<file path="config.mk">
export PLATFORM = sky130hd
export DESIGN_NAME = stall_ctrl
export DESIGN_NICKNAME = d
export VERILOG_FILES = /design/src/rtl/stall_ctrl.sv
export SDC_FILE = /design/constraint.sdc
export NUM_CORES = 1
export LEC_CHECK = 0
export CORE_MARGIN = 2
export CORE_UTILIZATION = 53
export DETAILED_ROUTE_END_ITERATION = 16
export PLACE_DENSITY = 0.81
export REMOVE_ABC_BUFFERS = 1
export SLEW_MARGIN = 10
export SYNTH_ARGS = -nofsm -noshare
export SYNTH_HDL_FRONTEND = slang
export SYNTH_SLANG_ARGS = --single-unit
</file>
<file path="constraint.sdc">
create_clock -name clk -period 3 [get_ports clk]
set_clock_uncertainty 0.15 [all_clocks]
set_input_delay 0.6 -clock clk [delete_from_list [all_inputs] [get_ports clk]]
set_output_delay 0.6 -clock clk [all_outputs]
set_load 0.01 [all_outputs]
</file>
<file path="src/rtl/stall_ctrl.sv">
// -----------------------------------------------------------------------------
// stall_ctrl
//   Pipeline stall sequencer for the 5-stage core. It merges three sources of
//   stall requests into one hold vector for the pipeline registers:
//     - ID load-use hazards
//     - EX multi-cycle ALU operations (madd/msub/div)
//     - MEM bus waits
//   EX multi-cycle operations are tracked by a small IDLE/BUSY FSM with a
//   down-counter. MEM bus waits are bounded by a timeout that force-releases
//   the pipeline. Stall cycles are counted in a saturating counter.
//
// Ports
//   clk           clock, all state updates on posedge
//   rst           asynchronous active-high reset
//   stallreq_id   ID load-use hazard request (same-cycle)
//   ex_mc_start   1-cycle pulse: a multi-cycle op enters EX
//   ex_mc_cycles  total EX occupancy N of that op (0 is treated as 1)
//   mem_req       MEM stage bus access pending
//   mem_ack       bus completes the access this cycle
//   perf_clr      synchronous clear of stall_cycles
//   stall[5:0]    hold vector: [0]PC [1]IF/ID [2]ID/EX [3]EX/MEM [4]MEM/WB [5]WB
//   ex_mc_busy    multi-cycle op in progress (registered state)
//   ex_mc_done    EX result valid this cycle
//   mem_err       1-cycle pulse after a MEM access was force-released
//   stall_cycles  saturating count of cycles with stall[0]=1
// -----------------------------------------------------------------------------
module stall_ctrl #(
  parameter int CNT_W       = 6,
  parameter int MEM_TIMEOUT = 255
) (
  input  logic             clk,
  input  logic             rst,
  input  logic             stallreq_id,
  input  logic             ex_mc_start,
  input  logic [CNT_W-1:0] ex_mc_cycles,
  input  logic             mem_req,
  input  logic             mem_ack,
  input  logic             perf_clr,
  output logic [5:0]       stall,
  output logic             ex_mc_busy,
  output logic             ex_mc_done,
  output logic             mem_err,
  output logic [31:0]      stall_cycles
);

  // Wait counter only needs to reach MEM_TIMEOUT-1.
  localparam int MW = (MEM_TIMEOUT < 2) ? 1 : $clog2(MEM_TIMEOUT);

  typedef enum logic {
    MC_IDLE = 1'b0,
    MC_BUSY = 1'b1
  } mc_state_e;

  mc_state_e        state_q, state_d;
  logic [CNT_W-1:0] mc_cnt_q, mc_cnt_d;
  logic [CNT_W-1:0] n_eff;
  logic [MW-1:0]    mem_wait_cnt_q, mem_wait_cnt_d;
  logic             mem_err_q, mem_err_d;
  logic [31:0]      stall_cycles_q, stall_cycles_d;

  logic mem_pending;
  logic timeout_hit;
  logic mem_stall;
  logic ex_stall;

  // MEM wait tracking. The cycle that reaches the timeout is released
  // (no stall) and flagged; an ack in that same cycle takes precedence
  // because mem_pending is already low then.
  always_comb begin
    mem_pending    = mem_req & ~mem_ack;
    timeout_hit    = mem_pending && (mem_wait_cnt_q == MW'(MEM_TIMEOUT - 1));
    mem_stall      = mem_pending & ~timeout_hit;
    mem_wait_cnt_d = mem_stall ? (mem_wait_cnt_q + MW'(1)) : '0;
    mem_err_d      = timeout_hit;
  end

  // Multi-cycle EX sequencing. The start cycle itself is the first EX cycle,
  // so BUSY is loaded with N-2 and finishes when the counter hits zero.
  // Done stays high in BUSY while MEM freezes EX/MEM so the result survives.
  always_comb begin
    state_d    = state_q;
    mc_cnt_d   = mc_cnt_q;
    ex_stall   = 1'b0;
    ex_mc_done = 1'b0;
    n_eff      = (ex_mc_cycles == '0) ? CNT_W'(1) : ex_mc_cycles;
    unique case (state_q)
      MC_IDLE: begin
        if (ex_mc_start) begin
          if (n_eff == CNT_W'(1)) begin
            ex_mc_done = 1'b1;
          end else begin
            ex_stall = 1'b1;
            state_d  = MC_BUSY;
            mc_cnt_d = n_eff - CNT_W'(2);
          end
        end
      end
      MC_BUSY: begin
        if (mc_cnt_q != '0) begin
          ex_stall = 1'b1;
          mc_cnt_d = mc_cnt_q - CNT_W'(1);
        end else begin
          ex_mc_done = 1'b1;
          if (!mem_stall) begin
            state_d = MC_IDLE;
          end
        end
      end
      default: state_d = MC_IDLE;
    endcase
  end

  // Later stage wins: a MEM hold also freezes everything upstream.
  always_comb begin
    stall = 6'b000000;
    if (mem_stall) begin
      stall = 6'b011111;
    end else if (ex_stall) begin
      stall = 6'b001111;
    end else if (stallreq_id) begin
      stall = 6'b000111;
    end
  end

  // Saturating stall counter; clear beats increment.
  always_comb begin
    stall_cycles_d = stall_cycles_q;
    if (perf_clr) begin
      stall_cycles_d = '0;
    end else if (stall[0] && (stall_cycles_q != 32'hFFFF_FFFF)) begin
      stall_cycles_d = stall_cycles_q + 32'd1;
    end
  end

  always_ff @(posedge clk or posedge rst) begin
    if (rst) begin
      state_q        <= MC_IDLE;
      mc_cnt_q       <= '0;
      mem_wait_cnt_q <= '0;
      mem_err_q      <= 1'b0;
      stall_cycles_q <= '0;
    end else begin
      state_q        <= state_d;
      mc_cnt_q       <= mc_cnt_d;
      mem_wait_cnt_q <= mem_wait_cnt_d;
      mem_err_q      <= mem_err_d;
      stall_cycles_q <= stall_cycles_d;
    end
  end

  assign ex_mc_busy   = (state_q == MC_BUSY);
  assign mem_err      = mem_err_q;
  assign stall_cycles = stall_cycles_q;

endmodule

</file>
==> reports/qor.yml <==
routing:
  drt_wl_total_mm: 6.47
  drt_iter0_markers: 179
  num_vias: 2601
  viasPerCell: 5.88
  firstDrtPassIters: 4
  wire_per_inst_um: 14.6
  antenna_left: 0
  drc_errors: 0
sta:
  setup_slack_ns: 0.124
  finalMaxSlewViolations: 0
  relSlewSlack: 0.443
  period_share: 0.959
  tightestPinTransition_ns: 0.834
  period_minus_slack_ns: 2.88
  rsz0062_at_grt: "false"
  setup_viol: 0
  hold_viol_final: 0
  fmax_mhz: 348
pwr:
  p_leak_nw: 1.45
  power_per_cell_area_nw_per_um2: 455
  ir_drop_uv: 377
  power_mw: 1.65
yosys:
  yosysWarningCount: 0
  yosysUniqueCellTypes: 45
  syn_inst: 319
  yosysSeqAreaShare: 0.414
  syn_avg_cell_area_um2: 9.10
  ys_ff_latch: 48
  synth_area_um2: 2900
grt:
  grt_overflow: 0
  antenna_found_initial: 0
  grt_pass1_vias: 2436
  grt_pass1_wl_mm: 11.0
  grt_max_degree: 52
  grt_util_all_layers: 0.223
clock_network:
  cts_max_level: 2
  cts_buffers: 5
  cts.root.buffer_cell: "clkbuf_8"
  clk_path_buf_depth: 2
  cts_tree: "done"
  clock_latency_ns: 0.31
  cts.sinks: 48
  clk_pin_slew_ns: 0.08
critical_path:
  start_kind: "input port"
  required_ns: 2.25
  arrival_ns: 2.13
  critPathMaxFanout: 3
  worst-setup-path-type: "in2out"
  crit_path_end_kind: "primary output"
layout:
  diodes: 0
  drive_above_1_share: 0.0995
  final_nets: 390
  n_fill_cell: 402
  register_area_um2: 1200
  fin_util: 0.696
  multi_input_area_um2: 1540
  area_growth_pct: 24.8
run_status:
  status: "complete, no violations"
floorplan:
  die_h_um: 78.0
  start_util: 0.558
  core-area_um2: 5200
  die_area_um2: 6080
  row_count: 26
  die_x_um: 78.0
  ioPinCount: 54
min_path:
  min_path_type: "reg2reg"
place:
  port_buffers: 52
  dp_slack_ns: -0.106
  post-dp-hpwl_mm: 4.50
  gp_congestion: 0.802
flow_run:
  maxCapViolCount: 0
-- layout by cell type, fill, tap and decap left out, drive strengths merged, types with 2 or more instances in the layout --
master	instances
a211oi	3
a21oi	25
a31oi	3
and3	6
and4	2
buf	15
clkbuf	6
clkdlybuf4s50	48
dfrtp	48
dlygate4sd2	3
ha	6
inv	11
mux2	11
nand2	25
nand2b	3
nand3	19
nand4	11
nor2	28
nor2b	12
nor3	7
nor4	10
o21ai	7
o22a	4
o31ai	17
or3	5
or4	17
xnor2	3
xor2	6
-- flip-flops by register name, indices dropped and copies added, names as in the netlist --
signal / flops
stall_cycles: 32
mem_err: 1
mc_cnt_q: 6
mem_wait_cnt_q: 8
ex_mc_busy: 1
-- synth_stat cells (all sizes together) --
library cell	number	area (µm²)
dfrtp	48	1200
nor2	28	105
a21oi	25	129
nand2	25	93.8
nand3	19	100
o31ai	17	128
or4	17	128
buf	13	103
nor2b	12	75.1
inv	11	41.3
mux2	11	135
nand4	11	68.8
nor4	10	68.8
clkbuf	9	33.8
nor3	7	51.3
o21ai	7	35.0
and3	6	37.5
ha	6	75.1
xor2	6	52.6
or3	5	31.3
o22a	4	35.0
a211oi	3	35.0
a31oi	3	18.8
nand2b	3	18.8
xnor2	3	26.3
and4	2	17.5
a21o	1	7.51
and2	1	6.26
and4b	1	10.0
conb	1	3.75
nand4b	1	8.76
nor4b	1	8.76
o211ai	1	7.51
o22ai	1	6.26
-- report_power, final --
| part | leakage, nW | switching [mW] | internal, mW | total, mW |
|---|---|---|---|---|
| Combinational | 0.744 | 0.205 | 0.184 | 0.389 |
| Sequential | 0.647 | 0.0602 | 0.702 | 0.763 |
| Clock | 0.0614 | 0.226 | 0.273 | 0.498 |
-- area by class of cell --
| cell class | instances | area share |
|---|---|---|
| clock buffers | 6 | 0.0228 |
| clock inverters | 2 | 0.0107 |
| inverters | 11 | 0.0114 |
| multi-input cells | 238 | 0.425 |
| flip-flops and latches | 48 | 0.331 |
| well taps | 70 | 0.0242 |
| repair buffers | 67 | 0.174 |
-- worst paths after layout --
kind	from	to	slack [ns]	depth (start not counted)
max in group asynchronous	rst	mem_wait_cnt_q[0]$_DFF_PP0_	1.48	3
max reg2reg	stall_cycles[0]$_DFFE_PP0P_	stall_cycles[3]$_DFFE_PP0P_	0.49	7
min	mc_cnt_q[1]$_DFFE_PP0P_	mc_cnt_q[1]$_DFFE_PP0P_	0.38	2
min in group asynchronous	rst	stall_cycles[4]$_DFFE_PP0P_	0.62	2
min reg2reg	mc_cnt_q[1]$_DFFE_PP0P_	mc_cnt_q[1]$_DFFE_PP0P_	0.38	2
max	ex_mc_cycles[3]	ex_mc_done	0.12	6
-- logic make-up (layout without fill, tap and decap cells) --
group           count (synthesis)  count (layout)  share of synthesized area
compound gates                 62              62                      0.138
xor+xnor                        9               9                     0.0272
fa+ha+maj                       6               6                     0.0259
buf+inv                        33              86                     0.0612
flops                          48              48                      0.414
mux                            11              11                     0.0466
other cells                     1               1                    0.00129
simple gates                  149             149                      0.286
-- critical path, cell delays in order --
cell	delay, ns
clkdlybuf4s50_1	0.46
nor3_4	0.23
buf_4	0.15
nand3_1	0.07
nand2_1	0.07
clkdlybuf4s50_1	0.54
-- metal layers --
layer  track usage  up-vias  routed length [µm]
met5             0        -                   0
met4        0.0895        0                 128
met3        0.0523       14                 313
met2         0.371       68                3210
met1         0.279     1255                2820
li1              -     1264                   -
-- through the flow --
stage               TNS [ns]  std cells  hold WS (ns)  instance area, µm²
floorplan             -0.876        297         0.323                2770
global route               0        442         0.406                3620
detailed placement    -0.358        434         0.359                3490
finish                     0        442         0.376                3620
global placement     -0.0549        434         0.347                3490
CTS                        0        442         0.379                3610
-- timing repair --
item / in CTS / in global routing
hold buffers: 0 / 0
endpoints found under the setup margin: 4 / 2
buffers inserted: 0 / 0
pin swaps: 2 / 1
gates resized for setup: 5 / 2
Power figures use the tool's default switching activity.
